==> config.mk <==
export PLATFORM = sky130hd
export DESIGN_NAME = mem_access_unit
export DESIGN_NICKNAME = d
export VERILOG_FILES = /design/src/rtl/mem_access_unit.sv
export SDC_FILE = /design/constraint.sdc
export NUM_CORES = 1
export LEC_CHECK = 0
export BUFFER_PORTS_ARGS = -buffer_cell sky130_fd_sc_hd__buf_2
export CAP_MARGIN = 10
export CORE_MARGIN = 1
export CORE_UTILIZATION = 55
export CTS_CLUSTER_DIAMETER = 30
export CTS_CLUSTER_SIZE = 10
export DETAILED_ROUTE_END_ITERATION = 12
export HOLD_SLACK_MARGIN = 0.08
export MAX_ROUTING_LAYER = met4
export PLACE_DENSITY = 0.84
export SYNTH_ARGS = -nofsm -noshare
export SYNTH_HDL_FRONTEND = slang
export SYNTH_SLANG_ARGS = --single-unit
export TNS_END_PERCENT = 30
==> constraint.sdc <==
create_clock -name iCLK -period 5.8 [get_ports iCLK]
set_input_delay 0.58 -clock iCLK [delete_from_list [all_inputs] [get_ports iCLK]]
set_output_delay 0.58 -clock iCLK [all_outputs]
set_load 0.05 [all_outputs]
==> src/rtl/mem_access_unit.sv <==
// mem_access_unit: MEM-stage load/store sequencer.
// Aligns, drives the data bus, and returns extended load data.
module mem_access_unit #(
  parameter int WAIT_CYCLES = 1,
  parameter int ADDR_W      = 32
) (
  input  logic              iCLK,
  input  logic              iRST_n,
  input  logic              iReq,
  output logic              oReady,
  input  logic              iWrite,
  input  logic [1:0]        iSize,
  input  logic              iUnsigned,
  input  logic [ADDR_W-1:0] iAddr,
  input  logic [31:0]       iWData,
  output logic              oValid,
  output logic [31:0]       oRData,
  output logic              oMisalign,
  output logic              oReadEnable,
  output logic              oWriteEnable,
  output logic [3:0]        oByteEnable,
  output logic [ADDR_W-1:0] oAddress,
  output logic [31:0]       oWriteData,
  input  logic [31:0]       iReadData
);

  typedef enum logic [1:0] {
    IDLE,
    ACCESS,
    WAIT,
    RESP
  } state_t;

  localparam logic [3:0] WAIT_LD = 4'(WAIT_CYCLES);

  state_t      state;
  logic        wr_q;
  logic [1:0]  size_q;
  logic        uns_q;
  logic [1:0]  lo_q;
  logic [3:0]  cnt;

  logic        mis;
  logic [3:0]  be;
  logic [31:0] wd;
  logic [7:0]  byte_sel;
  logic [15:0] half_sel;
  logic [31:0] ext;

  // Request decode: alignment, lane enables, replicated store data.
  always_comb begin
    mis = 1'b0;
    be  = 4'b0000;
    wd  = iWData;
    unique case (iSize)
      2'b00: begin
        be = 4'b0001 << iAddr[1:0];
        wd = {4{iWData[7:0]}};
      end
      2'b01: begin
        mis = iAddr[0];
        be  = iAddr[1] ? 4'b1100 : 4'b0011;
        wd  = {2{iWData[15:0]}};
      end
      2'b10: begin
        mis = |iAddr[1:0];
        be  = 4'b1111;
      end
      default: mis = 1'b1;
    endcase
  end

  // Load extraction: lane shift then sign/zero extension.
  always_comb begin
    byte_sel = 8'(iReadData >> {lo_q, 3'b000});
    half_sel = 16'(iReadData >> {lo_q[1], 4'b0000});
    ext      = iReadData;
    unique case (size_q)
      2'b00:   ext = {{24{~uns_q & byte_sel[7]}}, byte_sel};
      2'b01:   ext = {{16{~uns_q & half_sel[15]}}, half_sel};
      default: ext = iReadData;
    endcase
  end

  // Sequencer with all outputs registered.
  always_ff @(posedge iCLK or negedge iRST_n) begin
    if (!iRST_n) begin
      state        <= IDLE;
      oReady       <= 1'b1;
      oValid       <= 1'b0;
      oMisalign    <= 1'b0;
      oRData       <= '0;
      oReadEnable  <= 1'b0;
      oWriteEnable <= 1'b0;
      oByteEnable  <= '0;
      oAddress     <= '0;
      oWriteData   <= '0;
      wr_q         <= 1'b0;
      size_q       <= '0;
      uns_q        <= 1'b0;
      lo_q         <= '0;
      cnt          <= '0;
    end else begin
      unique case (state)
        IDLE: begin
          if (iReq) begin
            wr_q   <= iWrite;
            size_q <= iSize;
            uns_q  <= iUnsigned;
            lo_q   <= iAddr[1:0];
            oReady <= 1'b0;
            if (mis) begin
              state     <= RESP;
              oValid    <= 1'b1;
              oMisalign <= 1'b1;
            end else begin
              state        <= ACCESS;
              oAddress     <= {iAddr[ADDR_W-1:2], 2'b00};
              oByteEnable  <= be;
              oWriteData   <= wd;
              oWriteEnable <= iWrite;
              oReadEnable  <= ~iWrite;
            end
          end
        end
        ACCESS: begin
          if (wr_q) begin
            state        <= RESP;
            oValid       <= 1'b1;
            oWriteEnable <= 1'b0;
            oByteEnable  <= '0;
            oAddress     <= '0;
            oWriteData   <= '0;
          end else begin
            state <= WAIT;
            cnt   <= WAIT_LD;
          end
        end
        WAIT: begin
          cnt <= cnt - 4'd1;
          if (cnt == 4'd1) begin
            state       <= RESP;
            oValid      <= 1'b1;
            oRData      <= ext;
            oReadEnable <= 1'b0;
            oByteEnable <= '0;
            oAddress    <= '0;
            oWriteData  <= '0;
          end
        end
        RESP: begin
          state     <= IDLE;
          oValid    <= 1'b0;
          oMisalign <= 1'b0;
          oReady    <= 1'b1;
        end
        default: state <= IDLE;
      endcase
    end
  end

endmodule

== Yosys cells after proc, flatten, opt, wreduce, memory -nomap -nowiden ==
Cells that the tools add are included.
Widths: inputs -> output; s select.

* Register bits: 117
* Input bits: 103
* Output and inout port bits: 105
* Logic and storage cells: 96

* Add/subtract/negate cells: 1
* Eq/ne operators: 13
* Shifts and indexed selects: 3
* Mux-type cells: 41
* Bitwise logic cells: 4
* Reductions and logical operators: 19

{| class="wikitable"
|+ Operators with widths
! kind !! count
|-
| $mux 32 || 6
|-
| $pmux 32 s3 || 2
|-
| $pmux 32 s2 || 2
|-
| $shr 32x5->16 || 1
|-
| $shr 32x5->8 || 1
|-
| $mux 4 || 6
|-
| $pmux 4 s3 || 2
|-
| $mux 1 || 12
|-
| $ne 2x2->1 const B || 6
|-
| $reduce_and 4->1 || 3
|-
| $reduce_and 2->1 || 5
|-
| $pmux 1 s2 || 4
|-
| $pmux 2 s4 || 1
|-
| $pmux 4 s2 || 1
|-
| $reduce_bool 2->1 || 4
|-
| $eq 2x1->1 const B || 3
|-
| $eq 2x2->1 const B || 3
|-
| $logic_not 2->1 || 3
|-
| $mux 2 || 3
|-
| $reduce_and 5->1 || 1
|-
| $eq 4x1->1 const B || 1
|-
| $pmux 1 s4 || 1
|-
| $shl 1x2->4 const A || 1
|-
| $sub 4x1->4 const B || 1
|-
| 6 further kinds || 8
|}

== Logic depth before layout (Yosys ltp) ==
Gate-level depths: netlist of run 1.

* Depth in word-level cells: 5
* Gate-level depth with buffers: 8

== Least setup slack after synthesis of run 1 ==
No wires, ideal clock.

* Path type: register to register
* Start point: register cnt[1]
* End point: register oAddress[10]
* Setup time: 125 ps
* Arrival: 1945 ps
* Required time: 5675 ps
* Path slack: 3730 ps
* Stages on the path, launching flop included: 9
* Buffers on the path: 2
* Cells stage by stage: dfrtp_1 inv_1 ha_1 or3b_1 a211oi_2 o211ai_1 buf_6 buf_6 mux2_4

* Cells in the longest elaborated chain, start to end: 3

{| class="wikitable"
|+ Ends and longest elaborated chain
! element !! line !! RTL
|-
| from (decl) || 41 || <nowiki>logic [3:0] cnt;</nowiki>
|-
| from (signal assigned) || 140 || <nowiki>cnt <= cnt - 4'd1;</nowiki>
|-
| $eq 4x1->1 || 141 || <nowiki>if (cnt == 4'd1) begin</nowiki>
|-
| $ne 2x2->1 (no line) || -- ||
|-
| $reduce_and 5->1 (no line) || -- ||
|-
| to (signal assigned) || 118 || <nowiki>oAddress <= {iAddr[ADDR_W-1:2], 2'b00};</nowiki>
|-
| to (decl) || 22 || <nowiki>output logic [ADDR_W-1:0] oAddress,</nowiki>
|}

No other way between the ends.
A chain may end at the register's enable or synchronous reset.

== Worst setup path in the final report of run 1 ==
* Start point: register state[0]
* End point: register oRData[8]

* Cells in the longest elaborated chain, start to end: 2

{| class="wikitable"
|+ Ends and longest elaborated chain
! element !! line !! RTL
|-
| from (decl) || 36 || <nowiki>state_t state;</nowiki>
|-
| from (signal assigned) || 88 || <nowiki>state <= IDLE;</nowiki>
|-
| from (signal assigned) || 113 || <nowiki>state <= RESP;</nowiki>
|-
| from (signal assigned) || 117 || <nowiki>state <= ACCESS;</nowiki>
|-
| $eq 2x2->1 || 104 || <nowiki>unique case (state)</nowiki>
|-
| $reduce_and 2->1 (no line) || -- ||
|-
| to (signal assigned) || 144 || <nowiki>oRData <= ext;</nowiki>
|-
| to (decl) || 17 || <nowiki>output logic [31:0] oRData,</nowiki>
|}

No other way between the ends.

==> results of run 1 <==
[routing by layer]
layer | GRT usage, % | wire length [um] | vias up
met1 | 37.6 | 6530 | 2503
met4 | 9.88 | 399 | 0
met2 | 47.4 | 7870 | 238
met5 | - | 0 | -
met3 | 7.60 | 1080 | 40
li1 | - | - | 2349
[cell type report]
type	instances	area, um2	share of cell area (%)
multi-input combinational	406	2930	38.5
sequential	115	2880	37.8
tap	136	170	2.23
antenna	1	2.50	0.0329
inverter	9	33.8	0.443
clock inverter	10	110	1.45
clock buffer	21	439	5.77
timing repair buffer	208	1050	13.8
[worst register-to-register path: stages, from the launching register on]
cell	delay [ns]
dfrtp_1	0.41
inv_1	0.13
ha_1	0.41
nand3_1	0.77
a211oi_1	1.13
a21oi_1	0.14
[cell usage in the layout (no fill, tap or decap), types with 16 or more instances in the layout]
master,count
nor2b_1,44
mux2i_1,19
nand3_1,36
o21ai_0,34
dfrtp_1,114
nor2_1,18
buf_2,204
nand2_1,70
mux2_4,40
clkbuf_16,16
mux2_2,43
a21oi_1,40
[power by group through the flow]
| stage | registers [mW] | logic [mW] | clock network [mW] |
|---|---|---|---|
| 2_1_floorplan | 2.36 | 1.71 | 0 |
| 4_1_cts | 1.42 | 3.31 | 0.985 |
| 3_5_place_dp | 1.43 | 3.29 | 0 |
| 6_report | 1.43 | 3.30 | 0.974 |
| 5_1_grt | 1.47 | 3.51 | 1.03 |
| 3_3_place_gp | 1.41 | 3.20 | 0 |
[worst paths after layout]
path / from / slack (ns) / end
worst max-delay path: state[0] / 2.64 / oRData[8]
worst min-delay path: iRST_n / 0.1 / oAddress[15]
worst max register to register: state[0] / 2.64 / oRData[8]
worst min register to register: oRData[6] / 0.48 / oRData[6]
max in group asynchronous: iRST_n / 4.44 / oAddress[6]
min in group iCLK: iUnsigned / 0.30 / uns_q
[cell families after synthesis]
family                   after synthesis
adder cells (fa/ha/maj)                7
AND/OR/NAND/NOR                      203
flip-flops                           115
AO/OA/AOI/OAI                         92
other                                  1
buffers and inverters                 50
multiplexers                         102
[flip-flops by register name, indices dropped and copies added (netlist names), 2 cells and up]
register     count
cnt              4
lo_q             2
oAddress        30
oByteEnable      4
oRData          32
oWriteData      32
size_q           2
state            2
[stage by stage]
| step | power, mW | hold WS [ns] | instances | instance area [um2] |
|---|---|---|---|---|
| final | 5.70 | 0.0986 | 906 | 7620 |
| after global routing | 6.01 | 0.142 | 906 | 7620 |
| after CTS | 5.72 | 0.120 | 905 | 7610 |
| after detailed placement | 4.72 | 0.471 | 874 | 7070 |
| after global placement | 4.61 | 0.458 | 874 | 7070 |
| after floorplan | 4.08 | 0.284 | 571 | 6030 |
==> results.md, run 1 <==
Floorplan:
- The die boundary width is 107 um.
- The floorplan step defined a die boundary enclosing 0.0114 mm2.
- The chip height is 107 um.
- The standard-cell row count is 37.
- The I/O pin total is 208.
- For this configuration, the core starts out at a cell density of 57.6%.
- The core region is 0.0105 mm2.

Synth:
- Counting flops and latches in the post-synthesis netlist gives 115.
- The yosys synthesis warning count is 0.
- Among all flip-flop cells after synthesis, the most frequent one is dfrtp_1.
- The multiplexer area fraction after synthesis is 21.2%.
- The synthesized area per cell is 10.6 um2.
- Of all flip-flops after synthesis, the portion carrying an async set or reset was 100%.
- The number of enable-type register cells in the synthesized netlist is 0.
- By area, the combinational part of the netlist is dominated by multiplexers.
- Ranked by instance count, the synthesized netlist is headed by dfrtp_1 (114), nand2_1 (70), nor2b_1 (44).
- Of the total synthesized cell area, the portion taken by AND, OR, NAND and NOR gates is 17.1%.
- The most area-hungry cell type in the Yosys netlist is dfrtp_1.
- Summed over its instances, the top area cell type makes up 47.3% of the synthesized netlist area.
- The most frequent cell after synthesis is dfrtp_1.
- The synthesized-area fraction occupied by ao, oa, aoi and oai cells is 8.55%.
- Yosys attributes the largest share of cell area to dfrtp_1 (47%), mux2_4 (10%), mux2_2 (8.0%).
- The combined area of all synthesized cells is 0.00603 mm2.
- The count of mapped cells out of synthesis is 570.
- Summing the areas of all xor and xnor instances in the mapped netlist gives 0% of the synthesized area.
- The share of the Yosys chip area taken by registers is 47.8%.
- The number of distinct library cell variants in the gate-level netlist after synthesis is 43.
- The synthesized netlist devotes 1.45% of its cell area to adder and majority cells.

Critical path:
- STA puts the critical path data required time at 6.15 ns.
- The critical path goes through inv_1 -> ha_1 -> nand3_1 -> a211oi_1 -> a21oi_1.
- On the critical path, the stage with the largest delay is an instance of a211oi_1.
- The worst setup path is captured at a flip-flop.
- Of all nets on the critical path, the largest fanout is 24.
- The startpoint class of the critical path is a flip-flop.
- The data arrival time of the worst path is 3.51 ns.
- The largest single stage delay on the critical path is 1.12 ns.
- The total buffers and inverters traversed by the critical path is 1.
- The kind of cell adding the most delay to the critical path is compound AO/OA/AOI/OAI gates.
- The number of cells on the critical path is 5.
- The depth of the worst register-to-register path is 5.
- By startpoint and endpoint, the worst setup path is classified as flip-flop to flip-flop.

Placement:
- The number of buffers inserted by port buffering is 205.
- Before CTS, the worst setup slack after placement is 2.72 ns.
- Routability-driven placement finished with a final weighted congestion of 0.894.
- The wire-length estimate of the detail-placed layout is 10900 um.

Finish:
- The final cell utilization of the core is 72.8%.
- The final layout net count is 867.
- The signed area change from the synthesized netlist to the final layout is 26.4%.
- The post-route netlist has 42.3% of its cells at a drive strength greater than 1.
- The layout has 768 filler cells.

Global route:
- Entering global routing, the biggest net connects 67 pins.
- The number of global-route vias before repair was 5148.
- The number of antenna violations at the first check in global routing is 1.
- The global-route wire length before repair is 25600 um.
- The overflow left after global routing is 0.
- Global routing used 29.9% of the available tracks.

Timing:
- The worst-case setup margin in the final layout is 2.64 ns.
- Setup violations remaining at the end of the flow were counted as 0.
- For the pin with the worst max-slew slack, the measured transition is 1.17 ns.
- Setup total negative slack on the finished layout was measured at 0 ns.
- The post-route clock period utilization is 54.5%.
- The final-report max-slew violation count was 0.
- Measured against its own limit, the worst slew margin works out to 22.3%.
- The largest clock skew in the final design is 0.0114 ns.
- Setup repair after global routing left no endpoint under its margin.
- The final count of hold timing violations is 0.
- The final period demand of the worst path is 3.16 ns.
- Based on the critical path, the design can be clocked at up to 317 MHz.

Clocking:
- The clock passes through at most 2 buffers.
- The clock tree from TritonCTS is built.
- The clock root buffer master is clkbuf_8.
- The H-tree was split into 4 levels.
- Hold repair after CTS inserted 0 buffers.
- The number of clock sinks is 115.
- The later pin in the worst-skew pair is clocked with a latency of 0.52 ns.
- Clock-pin slew was measured on the worst setup and hold paths at 0.06 ns.
- Once the clock tree was built, the resizer swapped 0 gates to a different size.
- Buffers inserted during clock tree synthesis total 17.
- The number of setup buffers added after CTS is 0.

Min path:
- The path type of the worst min-delay path is input pin to async pin.

Run status:
- The flow ran to the end, and the final reports show no timing, DRC or antenna violations.

Routing:
- The number of vias in the routed layout is 5130.
- In this run, the number of DRC markers left after iteration 0 of detailed routing was 383.
- Summed over all layers, the routed wires come to 15900 um.
- Dividing the detail-routed via count by the number of cells gives 5.66.
- Before antenna repair, the detailed router went through 5 iterations.
- In the routed design, unresolved DRC markers number 0.
- The post-detailed-route wirelength per cell is 17.5 um.
- The number of nets still failing antenna checks after routing is 0.

Power and ir drop:
- The combinational share of power is 57.9%.
- The relative contribution of the clock network to total power is 17.1%.
- The power per unit of standard cell area is 748 mW/mm2.
- Summed over all cells, the static leakage comes to 3.95 nW.
- The internal portion of the total power is 2.97 mW.
- The maximum ir drop on the vdd rail is 0.544 mV.
- The power share of the sequential group is 25.0%.
- The switching power share of the total is 47.9%.
- The net switching power of the design is 2.73 mW.

Job:
- Across the run, the number of max-cap violations was 0.
Note: power is estimated with default switching activity, not from simulation.
==> inputs of run 2 (changes only) <==
- CORE_UTILIZATION: 55 -> 51
- PLACE_DENSITY: 0.84 -> 0.78
- clock period: 5.8 -> 3.25 ns (I/O delays scaled with it)
==> results.md, run 2 (same netlist as run 1, synthesis figures left out) <==
Run status:
- The flow ran to the end, and the final reports show no timing, DRC or antenna violations.

Min path:
- The launch point of the worst hold path is iUnsigned.
- The path type of the worst min-delay path is input pin to flip-flop.
- The end point of the worst hold path is uns_q.
- The worst hold path was traced through 2 stages.

Global route:
- The overflow left after global routing is 0.
- Entering global routing, the biggest net connects 67 pins.
- The number of global-route vias before repair is 5050.
- Across every metal layer, demand over resource in global routing totals 27.4%.
- The first global-routing pass estimated 25600 um of wire.
- The number of antenna violations at the first check in global routing is 0.

Power and ir drop:
- VDD sags by at most 0.801 mV.
- Of the total power, registers draw 24.2%.
- The power per unit of standard cell area is 1320 mW/mm2.
- The cell-internal power is 5.29 mW.
- In this run the power spent charging and discharging nets is 4.86 mW.
- The switching power share of the total is 47.9%.
- For this design the static power due to leakage is 3.98 nW.
- The clock network burns 16.5% of the power.
- Total power for the finished layout comes to 10.1 mW.
- Of the total power, combinational logic draws 59.2%.

Timing:
- The final count of hold timing violations is 0.
- Static timing analysis puts the maximum clock frequency at 412 MHz.
- The final total negative setup slack is 0 ns.
- The final-report max-slew violation count is 0.
- After layout, the minimum clock period comes to 2.43 ns.
- At the pin with the least slew margin, the transition time is 0.774 ns.
- In this run the tightest slew margin relative to its limit is 48.1%.
- The largest clock skew in the final design is 0.00907 ns.
- Setup repair after global routing left no endpoint under its margin.
- The final critical path takes up 74.7% of the cycle.
- The number of setup violations in the final report is 0.

Clocking:
- The post-cts hold buffer count is 1.
- Clock-pin slew was measured on the worst setup and hold paths at 0.05 ns.
- The insertion delay to the later sink of the worst-skew pair is 0.41 ns.
- Buffers added to address setup during post-CTS repair amount to 0.
- The maximum level of the CTS H-tree is 4.
- The tree built by TritonCTS fans out to 115 sinks.
- The clock tree from TritonCTS is built.
- The number of gates resized after cts is 0.
- The number of buffers added by the clock tree synthesis step is 17.
- The cell sitting at the root of the clock tree is a clkbuf_16.
- The longest clock path from root to sink contains 2 buffers.

Routing:
- The number of detailed-route iterations in the first pass is 5.
- The post-detailed-route wirelength per cell is 17.4 um.
- The DRC violations left is 0.
- Across all layers, the routed design uses 5089 vias.
- The violation count after the first detailed-route iteration is 371.
- The number of vias per cell after detailed routing is 5.54.
- The routed design has 16000 um of wire.
- The number of nets still failing antenna checks after routing is 0.

Finish:
- The antenna cell count is 0.
- The share of post-route cells with drive strength above 1 is 42.5%.
- The multi-input logic area is 0.00293 mm2.
- Across the whole layout, storage elements account for 0.00288 mm2.
- The final layout net count is 873.
- The most common library cell in the layout ignoring fill and taps is buf_2.
- Fill cells in the final layout number 885.
- The largest registers in the layout are oRData (32), oWriteData (32), oAddress (30).
- The top cell types in the final layout, fill and taps aside, are buf_2 (204), dfrtp_1 (114), nand2_1 (70).
- The signed area change from the synthesized netlist to the final layout is 27.5%.

Critical path:
- The reg2reg setup slack is 0.82 ns.
- The worst setup path is captured at a flip-flop.
- The depth of the worst register-to-register path is 7.
- The startpoint class of the critical path is a flip-flop.
- The worst setup path category is flip-flop to flip-flop.
- In this run the worst path has a maximum fanout of 66.
- The endpoint of the worst register-to-register path is oWriteData[5].
- The data arrival time of the worst path is 2.72 ns.
- In this run the critical register-to-register path is launched from state[0].
- STA puts the critical path data required time at 3.55 ns.

Floorplan:
- The standard-cell row count is 39.
- For this design the top-level I/O count stands at 208.
- The core box area is 0.0115 mm2.
- The initial cell density of the core is 52.5%.
- The die area is 0.0123 mm2.
- The chip height is 111 um.
- The die is 111 um wide.

Placement:
- The weighted congestion at the end of routability-driven global placement is 0.855.
- Summed over all nets, the half-perimeter wirelength after detailed placement is 11100 um.
- The number of buffers inserted by port buffering is 205.

Job:
- The max capacitance violation total is 0.
-- run 2: cell types whose count changed in the layout (fill, tap and decap cells not counted), sizes merged --
| cell | previous run | this run |
|---|---|---|
| dlygate4sd3 | 0 | 1 |
| buf | 208 | 213 |
| clkbuf | 21 | 26 |
| clkinv | 7 | 5 |
| clkinvlp | 1 | 0 |
| bufinv | 2 | 0 |
| diode | 1 | 0 |
-- run 2: worst max-delay path by stage --
| stage | startpoint | end | slack [ns] | cells past startpoint |
|---|---|---|---|---|
| 6_report | state[0] | oWriteData[5] | 0.82 | 7 |
| 5_1_grt | state[0] | oWriteData[5] | 0.68 | 7 |
| 4_1_cts | state[0] | oWriteData[5] | 0.85 | 7 |
| 3_5_place_dp | state[0] | oWriteData[11] | 0.87 | 7 |
| 3_3_place_gp | iSize[1] | oWriteData[4] | 0.99 | 6 |
| 2_1_floorplan | cnt[1] | oAddress[10] | 1.18 | 8 |
-- run 2: cell type report --
cell class	instances	area share, %
Multi-Input combinational cell	406	38.2
Sequential cell	115	37.5
Timing Repair Buffer	214	14.6
Clock buffer	26	6.63
Tap cell	143	2.33
Inverter	9	0.440
Clock inverter	5	0.326
-- run 2: worst max-delay path: stages (launching register included) --
cell and delay (ns):
dfrtp_1 0.41, inv_1 0.14, ha_2 0.32, nor2b_1 0.32, a211oi_2 0.10, o211ai_1 0.17, buf_12 0.39, mux2_2 0.40
-- run 2: stage by stage --
stage	instance area (um2)	worst slack [ns]	instances	util, %	hold WS [ns]
after floorplan	6030	1.18	571	-	0.0294
after global placement	7140	0.994	886	62.2	0.410
after detailed placement	7140	0.872	886	62.2	0.424
after CTS	7680	0.850	918	67.0	0.148
after global routing	7680	0.683	918	67.0	0.161
final	7680	0.823	918	67.0	0.164
-- run 2: power groups by stage --
stage	Sequential, mW	Clock [mW]	Combinational [mW]
3_5_place_dp	2.46	0	6.03
5_1_grt	2.53	1.76	6.39
3_3_place_gp	2.43	0	5.83
4_1_cts	2.46	1.70	6.04
6_report	2.46	1.68	6.01
2_1_floorplan	4.22	0	3.06
-- run 2: layer usage --
metal	GRT usage, %	part of all wire (%)	up-vias
li1	-	-	2350
met4	11.6	2.4	0
met1	33.6	41	2473
met3	6.45	6.9	27
met2	43.7	50	239
met5	-	0	-
==> inputs of run 3 (changes only) <==
- ABC_AREA: default -> 1
- CORE_UTILIZATION: 51 -> 50
- PLACE_DENSITY: 0.78 -> 0.77
- clock period: 3.25 -> 2.4 ns (I/O delays scaled with it)
==> results.md, run 3 <==
Routing:
- In the routed design, unresolved DRC markers number 0.
- The number of detailed-route iterations in the first pass is 7.
- After detailed routing, the number of vias per cell comes to 5.17.
- After the first detailed-routing iteration, the DRC count stood at 353.
- In the final routed layout, each cell accounts on average for 14.5 um.
- The number of vias in the routed layout is 5562.
- The detailed-route wire length is 15600 um.
- The number of nets still failing antenna checks after routing is 0.

Synth:
- The number of distinct library cell variants in the gate-level netlist after synthesis is 33.
- Of the total synthesized cell area, the portion taken by AND, OR, NAND and NOR gates is 21.8%.
- For this run, the number of Yosys warnings is 0.
- Counting instances in the post-synthesis netlist gives the leading cell types as nand2_1 (217), dfrtp_1 (114), o21ai_0 (81).
- Of the total synthesized cell area, the portion taken by XOR and XNOR cells is 0.149%.
- In the post-synthesis netlist, the cell with the most instances is nand2_1.
- The largest family of logic cells by synthesized area is simple AND/OR/NAND/NOR gates.
- The multiplexer area fraction after synthesis is 0%.
- Each instance of the synthesized netlist takes up on average 8.17 um2.
- The most area-hungry cell type in the Yosys netlist is dfrtp_1.
- The combined area of all synthesized cells is 0.00590 mm2.
- The most used flip-flop cell after synthesis is dfrtp_1.
- The share of the yosys chip area belonging to registers is 48.8%.
- The synthesized netlist devotes 19.3% of its cell area to compound gates.
- In this run the biggest area consumer among cell types represents 48.4% of the synthesized area.
- Ranked by total cell area, the synthesized netlist is headed by dfrtp_1 (48%), nand2_1 (14%), o21ai_0 (6.9%).
- The number of storage elements in the synthesis netlist is 115.
- The synthesized netlist devotes 1.49% of its cell area to adder and majority cells.
- After synthesis, the share of flip-flops with an asynchronous set or reset is 100%.
- The number of enable-type register cells in the synthesized netlist is 0.
- The count of mapped cells out of synthesis is 722.

Global route:
- The global-route wire length before repair is 25700 um.
- For this run, the total global-route usage over all layers was measured as 27.0%.
- The overflow left after global routing is 0.
- The maximum number of pins on one net before global-route repair is 133.
- The number of antenna violations at the first check in global routing is 0.
- The number of global-route vias before repair is 5434.

Power and ir drop:
- VDD sags by at most 1.58 mV.
- Summed over all cells, the static leakage comes to 4.05 nW.
- The power share of the sequential group is 24.3%.
- The relative contribution of the clock network to total power is 18.6%.
- In this run the power spent charging and discharging nets is 7.09 mW.
- The internal portion of the total power is 6.46 mW.
- The power per unit of standard cell area is 1790 mW/mm2.
- The combinational share of power is 57.1%.
- In this run switching power makes up 52.3% of total power.
- The design draws 13.5 mW.

Min path:
- The worst hold path terminates at oAddress[26].
- The number of cells on the worst hold path is 3.
- The launch point of the worst hold path is iAddr[26].
- The path type of the worst min-delay path is input pin to flip-flop.

Clocking:
- The largest buffer count on any clock path is 2.
- Clock-pin slew was measured on the worst setup and hold paths at 0.05 ns.
- Clock tree synthesis inserted a total of 17 buffers.
- The clock drives 115 sinks.
- The maximum level of the CTS H-tree is 4.
- The clock tree from TritonCTS is built.
- The clock root buffer master is clkbuf_16.
- The later pin in the worst-skew pair is clocked with a latency of 0.40 ns.

Timing:
- Across all hold checks on the routed design, the worst slack comes to 0.0926 ns.
- On the final layout, the worst clock skew is 0.00834 ns.
- The post-route clock period utilization is 88.2%.
- The slew at the pin with the worst max-slew slack is 0.950 ns.
- The worst slew margin relative to its limit is 36.6%.
- The final total negative setup slack is 0 ns.
- The upper clock frequency limit is 473 MHz.
- The final period demand of the worst path is 2.12 ns.
- The final count of hold timing violations is 0.
- The final-report max-slew violation count is 0.
- Setup repair after global routing left no endpoint under its margin.
- The number of setup violations in the final report is 0.

Finish:
- The multi-input logic area is 0.00253 mm2.
- The share of post-route cells with drive strength above 1 is 35.6%.
- Leaving out fill and tap cells, the most frequent cell in the layout is nand2_1.
- The final layout contains 1031 nets.
- The finished cells cover 0.00757 mm2.
- The combined flip-flop and latch cell area is 0.00288 mm2.
- The antenna cell count is 0.
- The library cells used most frequently in the layout, excluding fill and tap cells, are nand2_1 (217), buf_2 (204), dfrtp_1 (114).
- Relative to the synthesized area, the layout overhead comes to 28.4%.
- The number of filler instances in the final layout is 1021.
- The largest registers in the layout are oRData (32), oWriteData (32), oAddress (30).

Floorplan:
- The initial utilization of the core area, before any placement, comes to 51.4%.
- The chip height is 111 um.
- The die area is 0.0122 mm2.
- For this design the top-level I/O count stands at 208.
- The die boundary width is 111 um.
- The core box area is 0.0115 mm2.
- The initialized floorplan defines 39 standard-cell rows.

Critical path:
- The endpoint of the worst register-to-register path is oAddress[14].
- The startpoint class of the critical path is a flip-flop.
- The worst setup path category is flip-flop to flip-flop.
- For the worst setup path, the data required time is 2.64 ns.
- The critical path endpoint category is a flip-flop.
- The startpoint of the worst-slack reg-to-reg timing path is state[0].
- The depth of the worst register-to-register path is 8.
- The reg2reg setup slack is 0.28 ns.
- In this run the worst path has a maximum fanout of 132.
- At the worst endpoint, the arrival time is 2.36 ns.

Job:
- The max capacitance violation total is 0.

Run status:
- The run finished with clean final reports.

Placement:
- The half-perimeter wire length of the detailed placement result is 11100 um.
- The number of buffers inserted by port buffering is 205.
- The total placed instance area is 0.00695 mm2.
- At the end of routability-driven placement, the weighted congestion stood at 0.892.
## run 3: metal layers
layer  share of wire, %  GRT usage [%]  vias to the layer above
met2                 49           43.9                      251
met4                1.6           9.42                        0
li1                   -              -                     2729
met3                7.6           6.42                       20
met5                  0              -                        -
met1                 42           32.9                     2562
## run 3: layout make-up
class	instances	share of cell area [%]
tap	143	2.36
clock inverter	10	1.77
inverter	62	3.07
sequential	115	38.0
multi-input combinational	505	33.4
clock buffer	20	6.03
timing repair buffer	220	15.3
## run 3: logic make-up after synthesis
family                     after synthesis
and+or+nand+nor                        298
AOI/OAI and AO/OA                      197
DFF                                    115
buffers and inverters                  103
adders and majority gates                7
xor gates and xnor gates                 1
other                                    1
## run 3: how the worst max path moves through the flow
| stage | startpoint | endpoint | slack (ns) | cells past startpoint |
|---|---|---|---|---|
| global placement | state[1] | oAddress[13] | 0.44 | 8 |
| floorplan | state[0] | oWriteData[14] | 0.71 | 10 |
| detailed placement | state[0] | oAddress[14] | 0.37 | 8 |
| finish | state[0] | oAddress[14] | 0.28 | 8 |
| global route | state[0] | oAddress[14] | 0.12 | 8 |
| CTS | state[0] | oAddress[14] | 0.33 | 8 |
## run 3: per-stage QoR
| stage | util [%] | worst slack [ns] | cells |
|---|---|---|---|
| 3_3_place_gp | 60.6 | 0.443 | 1042 |
| 4_1_cts | 66.0 | 0.325 | 1075 |
| 6_report | 66.0 | 0.284 | 1075 |
| 3_5_place_dp | 60.6 | 0.369 | 1042 |
| 2_1_floorplan | - | 0.709 | 723 |
| 5_1_grt | 66.0 | 0.121 | 1075 |
## run 3: power by group through the flow
stage	clock network (mW)	logic [mW]	registers [mW]
2_1_floorplan	0	3.88	5.75
3_3_place_gp	0	7.61	3.29
3_5_place_dp	0	7.75	3.29
4_1_cts	2.55	7.76	3.29
5_1_grt	2.67	8.43	3.39
6_report	2.52	7.74	3.29
## run 3: critical path: stages, from the launching register on
cell	delay, ns
dfrtp_1	0.42
inv_1	0.14
ha_1	0.29
nand2_1	0.13
nand2_1	0.11
a21oi_2	0.06
nand3_4	0.08
buf_12	0.40
o21ai_0	0.20
## run 3: what timing repair did
item | in CTS | in global routing
setup buffers | 0 | 0
endpoints found under the hold margin | 44 | 0
resized for setup | 0 | 0
hold buffers | 3 | 0
